[src/rtl/alu_pkg.sv]
// alu_pkg: opcodes, FSM encoding and instruction field layout shared by the ALU issue unit and the ALU.
// Latency: n/a (declarations only).
// Backpressure: n/a.
package alu_pkg;

    localparam int DATA_W  = 8;
    localparam int REG_AW  = 2;
    localparam int INSTR_W = 16;

    // Opcodes, shared with the combinational ALU
    localparam logic [3:0] OP_AND = 4'b0000;
    localparam logic [3:0] OP_OR  = 4'b0001;
    localparam logic [3:0] OP_ADD = 4'b0010;
    localparam logic [3:0] OP_LS  = 4'b0011;
    localparam logic [3:0] OP_SRS = 4'b0100;
    localparam logic [3:0] OP_URS = 4'b0101;
    localparam logic [3:0] OP_SUB = 4'b0110;
    localparam logic [3:0] OP_SLT = 4'b0111;
    localparam logic [3:0] OP_RRO = 4'b1000;
    localparam logic [3:0] OP_LRO = 4'b1001;
    localparam logic [3:0] OP_LDI = 4'b1010;

    // Instruction fields: [15:12] op, [11:10] rd, [9:8] rs, [7:0] imm
    localparam int OP_HI  = 15;
    localparam int OP_LO  = 12;
    localparam int RD_HI  = 11;
    localparam int RD_LO  = 10;
    localparam int RS_HI  = 9;
    localparam int RS_LO  = 8;
    localparam int IMM_HI = 7;
    localparam int IMM_LO = 0;

    typedef enum logic [1:0] {
        ST_IDLE   = 2'd0,
        ST_DECODE = 2'd1,
        ST_EXEC   = 2'd2,
        ST_WB     = 2'd3
    } state_e;

    // Opcodes above LDI are undefined
    function automatic logic op_is_legal(input logic [3:0] op);
        return op <= OP_LDI;
    endfunction

    // Only the add/subtract pair owns the carry and overflow flags
    function automatic logic op_sets_cv(input logic [3:0] op);
        return (op == OP_ADD) || (op == OP_SUB);
    endfunction

endpackage

[src/rtl/alu_regfile.sv]
// alu_regfile: NREG x DW register file behind the ALU issue unit.
// Latency: write lands on the next rising edge; all read ports are combinational.
// Backpressure: none; the write enable is owned by the issue FSM.
// Ports: clk/rst (synchronous clear), we_i/waddr_i/wdata_i write port,
//        raddr_a_i/raddr_b_i -> rdata_a_o/rdata_b_o operand reads, dbg_sel_i -> dbg_data_o debug read.
module alu_regfile #(
    parameter int DW   = 8,
    parameter int NREG = 4,
    parameter int AW   = $clog2(NREG)
) (
    input  logic          clk,
    input  logic          rst,
    input  logic          we_i,
    input  logic [AW-1:0] waddr_i,
    input  logic [DW-1:0] wdata_i,
    input  logic [AW-1:0] raddr_a_i,
    output logic [DW-1:0] rdata_a_o,
    input  logic [AW-1:0] raddr_b_i,
    output logic [DW-1:0] rdata_b_o,
    input  logic [AW-1:0] dbg_sel_i,
    output logic [DW-1:0] dbg_data_o
);

    logic [DW-1:0] rf_q [NREG];

    always_ff @(posedge clk) begin
        if (rst) begin
            for (int i = 0; i < NREG; i++) begin
                rf_q[i] <= '0;
            end
        end else if (we_i) begin
            rf_q[waddr_i] <= wdata_i;
        end
    end

    assign rdata_a_o  = rf_q[raddr_a_i];
    assign rdata_b_o  = rf_q[raddr_b_i];
    assign dbg_data_o = rf_q[dbg_sel_i];

endmodule

[src/rtl/alu_issue_ctrl.sv]
// alu_issue_ctrl: accepts 16-bit instructions, feeds the external ALU, writes the result back.
// Latency: done pulses 3 cycles after accept; written register readable 4 cycles after accept.
// Backpressure: in_ready low from accept until back in IDLE; one instruction per 4 cycles.
// Ports: clk/rst, in_valid/in_ready/in_instr instruction handshake, alu_op/alu_a/alu_b to the ALU,
//        alu_y + alu_{cr,ov,ng,zr} from the ALU, done/result/illegal retire status,
//        flags {cr,ov,ng,zr} status, dbg_sel/dbg_data register-file peek.
module alu_issue_ctrl
    import alu_pkg::*;
#(
    parameter int DW   = 8,
    parameter int NREG = 4
) (
    input  logic          clk,
    input  logic          rst,
    input  logic          in_valid,
    output logic          in_ready,
    input  logic [15:0]   in_instr,
    output logic [3:0]    alu_op,
    output logic [DW-1:0] alu_a,
    output logic [DW-1:0] alu_b,
    input  logic [DW-1:0] alu_y,
    input  logic          alu_cr,
    input  logic          alu_ov,
    input  logic          alu_ng,
    input  logic          alu_zr,
    output logic          done,
    output logic [DW-1:0] result,
    output logic          illegal,
    output logic [3:0]    flags,
    input  logic [1:0]    dbg_sel,
    output logic [DW-1:0] dbg_data
);

    state_e        state_q, state_d;

    logic [3:0]    alu_op_q;
    logic [DW-1:0] alu_a_q, alu_b_q;
    logic [1:0]    rd_q;
    logic [DW-1:0] imm_q;
    logic [DW-1:0] result_q, result_d;
    logic [3:0]    flags_q, flags_d;
    logic          done_q, illegal_q;

    logic [DW-1:0] rf_a, rf_b;
    logic          accept;
    logic          op_legal;
    logic          rf_we;

    // in_ready is forced low while rst is held so nothing is accepted during reset
    assign in_ready = (state_q == ST_IDLE) && !rst;
    assign accept   = in_valid && in_ready;
    assign op_legal = op_is_legal(alu_op_q);
    assign rf_we    = (state_q == ST_WB) && op_legal;

    // Operands are read with the incoming rd/rs so alu_* are registered on the
    // accept edge and stay stable from DECODE through WB.
    alu_regfile #(
        .DW   (DW),
        .NREG (NREG)
    ) u_regfile (
        .clk        (clk),
        .rst        (rst),
        .we_i       (rf_we),
        .waddr_i    (rd_q),
        .wdata_i    (result_q),
        .raddr_a_i  (in_instr[RD_HI:RD_LO]),
        .rdata_a_o  (rf_a),
        .raddr_b_i  (in_instr[RS_HI:RS_LO]),
        .rdata_b_o  (rf_b),
        .dbg_sel_i  (dbg_sel),
        .dbg_data_o (dbg_data)
    );

    always_ff @(posedge clk) begin
        if (rst) begin
            state_q <= ST_IDLE;
        end else begin
            state_q <= state_d;
        end
    end

    always_comb begin
        state_d = state_q;
        case (state_q)
            ST_IDLE:   if (accept) state_d = ST_DECODE;
            ST_DECODE: state_d = ST_EXEC;
            ST_EXEC:   state_d = ST_WB;
            ST_WB:     state_d = ST_IDLE;
            default:   state_d = ST_IDLE;
        endcase
    end

    // Value and flags captured at the end of EXEC, after the ALU had the whole cycle to settle
    always_comb begin
        result_d = alu_y;
        flags_d  = flags_q;
        if (!op_legal) begin
            result_d = '0;
        end else if (alu_op_q == OP_LDI) begin
            result_d = imm_q;
        end else if (op_sets_cv(alu_op_q)) begin
            flags_d = {alu_cr, alu_ov, alu_ng, alu_zr};
        end else begin
            flags_d = {flags_q[3:2], alu_ng, alu_zr};
        end
    end

    always_ff @(posedge clk) begin
        if (rst) begin
            alu_op_q  <= OP_AND;
            alu_a_q   <= '0;
            alu_b_q   <= '0;
            rd_q      <= '0;
            imm_q     <= '0;
            result_q  <= '0;
            flags_q   <= '0;
            done_q    <= 1'b0;
            illegal_q <= 1'b0;
        end else begin
            done_q    <= 1'b0;
            illegal_q <= 1'b0;
            if (accept) begin
                alu_op_q <= in_instr[OP_HI:OP_LO];
                alu_a_q  <= rf_a;
                alu_b_q  <= rf_b;
                rd_q     <= in_instr[RD_HI:RD_LO];
                imm_q    <= in_instr[IMM_HI:IMM_LO];
            end
            // Loading on EXEC->WB makes done/illegal/result visible exactly during WB
            if (state_q == ST_EXEC) begin
                done_q    <= 1'b1;
                illegal_q <= !op_legal;
                result_q  <= result_d;
                flags_q   <= flags_d;
            end
        end
    end

    assign alu_op  = alu_op_q;
    assign alu_a   = alu_a_q;
    assign alu_b   = alu_b_q;
    assign done    = done_q;
    assign illegal = illegal_q;
    assign result  = result_q;
    assign flags   = flags_q;

endmodule

[config.mk]
export PLATFORM = sky130hd
export DESIGN_NAME = alu_issue_ctrl
export DESIGN_NICKNAME = d
export VERILOG_FILES = /design/src/rtl/alu_pkg.sv /design/src/rtl/alu_regfile.sv /design/src/rtl/alu_issue_ctrl.sv
export SDC_FILE = /design/constraint.sdc
export NUM_CORES = 1
export LEC_CHECK = 0
export CAP_MARGIN = 30
export CORE_MARGIN = 2
export CORE_UTILIZATION = 50
export CTS_CLUSTER_DIAMETER = 50
export DETAILED_ROUTE_END_ITERATION = 12
export GPL_TIMING_DRIVEN = 0
export HOLD_SLACK_MARGIN = 0.02
export PLACE_DENSITY = 0.81
export REMOVE_ABC_BUFFERS = 1
export SLEW_MARGIN = 10
export SYNTH_ARGS = -nofsm -noshare
export SYNTH_HDL_FRONTEND = slang
export SYNTH_SLANG_ARGS = --single-unit
[constraint.sdc]
create_clock -name clk -period 2.2 [get_ports clk]
set_input_delay 0.44 -clock clk [delete_from_list [all_inputs] [get_ports clk]]
set_output_delay 0.44 -clock clk [all_outputs]
set_load 0.05 [all_outputs]
==> flow_summary_export.csv, run 1 <==
group,metric,value,unit
finish,syn2layout_area_growth,28.1,%
grt,grt_pass1_vias,2495,
detailed_routing,wl,7.30,mm
setup_path,crit_fanout,7,
synthesis,synth_commonest_cells,"nand2_1 (68), dfxtp_1 (46), o21ai_1 (36), edfxtp_1 (32)",
clock_tree,ctsHoldBuffers,0,
sta,layout_setup_ws,0.117,ns
synthesis,yosysUniqueCellTypes,33,
job,maxCapViolCount,0,
sta,finalMaxSlewViolations,0,
synthesis,ys.flop_type,"dfxtp_1",
pwr,leakage,0.00171,uW
synthesis,seq_area_frac_synth,52.3,%
finish,area.sequential,1880,um2
synthesis,synth_top_area_cell,"edfxtp_1",
synthesis,synth_area,3590,um2
floorplanning,coreArea,6870,um2
floorplanning,die_w,88.8,um
grt,grt_usage,19.8,%
placed_design,post-dp-hpwl,5.34,mm
floorplanning,die_area,7880,um2
setup_path,crit_family,"buffers and inverters",
grt,grt.overflow.total,0,
floorplanning,row_count,30,
clock_tree,cts_max_path_buffers,2,
synthesis,ys_async_sr_fraction,0,%
placed_design,gp_congestion,0.728,
detailed_routing,routedWlPerCell,15.0,um
detailed_routing,drc,0,
synthesis,yosysTopAreaCellShare,26.7,%
status,outcome,"complete, no violations",
clock_tree,clk_latency,0.34,ns
setup_path,critPathMaxStageDelay,0.86,ns
clock_tree,clock_sinks,78,
sta,period_share,94.7,%
placed_design,pre_cts_slack,-0.823,ns
setup_path,path_buf_inv,1,
clock_tree,ctsHtreeMaxLevel,3,
floorplanning,die_h,88.8,um
finish,fin_nets,424,
finish,multi_input_area,1560,um2
detailed_routing,vias_per_cell,5.24,
sta,period_needed,2.08,ns
clock_tree,cts_root_buf,"clkbuf_8",
detailed_routing,drt_iter0_markers,201,
sta,relSlewSlack,54.8,%
sta,setup_viol,0,
synthesis,yosys_warnings,0,
setup_path,start_kind,"register",
floorplanning,initial_utilization,52.3,%
synthesis,syn_area_per_cell,11.3,um2
setup_path,crit_arrival,1.64,ns
setup_path,crit_required,1.76,ns
grt,grt_pass1_wl,11.8,mm
detailed_routing,num_vias,2559,
setup_path,cp-end-kind,"output pin",
worst_hold_path,hold_class,"register to register",
pwr,power_density,928,nW/um2
synthesis,syn_inst,319,
finish,final_core_util,67.0,%
clock_tree,cts_tree,"done",
synthesis,ys_top_cells_by_area,"edfxtp_1 (27%), dfxtp_1 (26%), mux4_2 (15%), nand2_1 (7.1%), o21ai_1 (5.0%)",
setup_path,slowest_stage,"clkdlybuf4s50_1",
placed_design,numPortBuffers,75,
sta,skew,0.00813,ns
sta,rsz0062_at_grt,"false",
detailed_routing,first_pass_iters,4,
grt,grt_start_max_net_pins,41,
floorplanning,num_io_pins,76,
detailed_routing,antenna_left,0,
finish,antenna-diode-count,0,
finish,layout-drive-gt1-share,15.3,%
setup_path,criticalPathCategory,"register to output pin",
sta,max_freq,480,MHz
synthesis,synth.most_common_cell,"nand2_1",
finish,n_fill_cell,521,
synthesis,ys_ff_latch,78,
sta,hold_violations,0,
clock_tree,numCtsBuffers,9,
setup_path,cp_cell_sequence,"clkdlybuf4s50_1",
sta,tns,0,ns
clock_tree,clkTransAtPathRegs,0.08,ns
grt,antenna_found_initial,0,
sta,max_slew.worst_pin.slew,0.674,ns
synthesis,synth-edff-count,32,
pwr,vdd_drop_max,549,uV
registers in the layout (all words and copies together) (netlist names):
name,cells
illegal,1
done,1
alu_op,4
rd_q,2
flags,4
alu_b,8
imm_q,8
result,8
state_q,2
u_regfile.rf_q,32
alu_a,8
final timing paths:
check / from / end / slack, ns / depth (start not counted)
setup / recovery: alu_op[1]$_SDFFE_PP0P_ / alu_op[1] / 0.12 / 1
hold / removal: alu_a[6]$_SDFFE_PP0P_ / alu_a[6]$_SDFFE_PP0P_ / 0.45 / 2
setup reg to reg: rd_q[1]$_SDFFE_PP0P_ / u_regfile.rf_q[2][2]$_SDFFCE_PN0P_ / 0.30 / 3
hold reg to reg: alu_a[6]$_SDFFE_PP0P_ / alu_a[6]$_SDFFE_PP0P_ / 0.45 / 2
what timing repair did:
action / 4_1_cts / 5_1_grt
buffers inserted: 0 / 0
endpoints found under the hold margin: 0 / 0
endpoints found under the setup margin: 55 / 3
gates resized for setup: 35 / 1
layout make-up:
class                      count  share of cell area, %
clock buffer                  10                   2.99
clock inverter                 6                   1.85
inverter                       7                  0.625
tap                           96                   2.61
timing repair buffer          79                   17.1
sequential                    78                   40.9
multi-input combinational    212                   33.9
cell usage in the layout (no fill, tap or decap), types with 4 or more instances in the layout:
cell type and n:
mux4_2 24, inv_1 6, buf_2 4, mux2i_1 9
a21oi_1 4, edfxtp_1 32, and3_1 24, o21ai_0 6
nand2_1 68, o21ai_1 37, ha_1 4, dfxtp_1 46
and2_1 8, nand3_1 4, clkdlybuf4s50_1 63, clkdlybuf4s15_2 9
nor2b_1 4, clkbuf_8 10, nor2_1 7
layer usage:
layer  part of all wire (%)  global-route usage [%]
met5                      0                       0
met3                    6.4                    6.16
met1                     44                    24.5
met2                     49                    32.5
met4                   0.95                    7.58
tightest hold or removal path: cells and delay by family, from the launching register on:
family	cells	cell delay, ns
AOI/OAI and AO/OA	1	0.05
DFF	1	0.31
and+or+nand+nor	1	0.05
power breakdown:
group / internal (uW) / total (uW) / switching [uW]
Clock: 666 / 1190 / 523
Sequential: 1690 / 1830 / 146
Combinational: 456 / 1250 / 793
stage by stage:
stage                     instances  hold slack (ns)  total power [uW]  cell area (um2)
after floorplan                 297            0.428              2660             3470
after global placement          468            0.436              3070             4340
after detailed placement        472            0.440              3120             4380
after CTS                       488            0.454              4290             4610
after global routing            488            0.470              4470             4600
final                           488            0.450              4270             4600
kinds of logic (layout without fill, tap and decap cells):
family / after synthesis / in the layout / synth area share (%)
AND/OR/NAND/NOR: 120 / 120 / 15.9
multiplexers: 33 / 33 / 17.5
buffers and inverters: 29 / 102 / 4.25
AO/OA/AOI/OAI: 55 / 55 / 8.53
adder cells (fa/ha/maj): 4 / 4 / 1.39
flip-flops: 78 / 78 / 52.3
No activity file was read; power rests on OpenSTA's default activity.
==> run 2, diff against run 1 <==
- SKIP_LAST_GASP: default -> 1
==> results of run 2 <==
Final layout, timing and power as in run 1 (identical DEF).
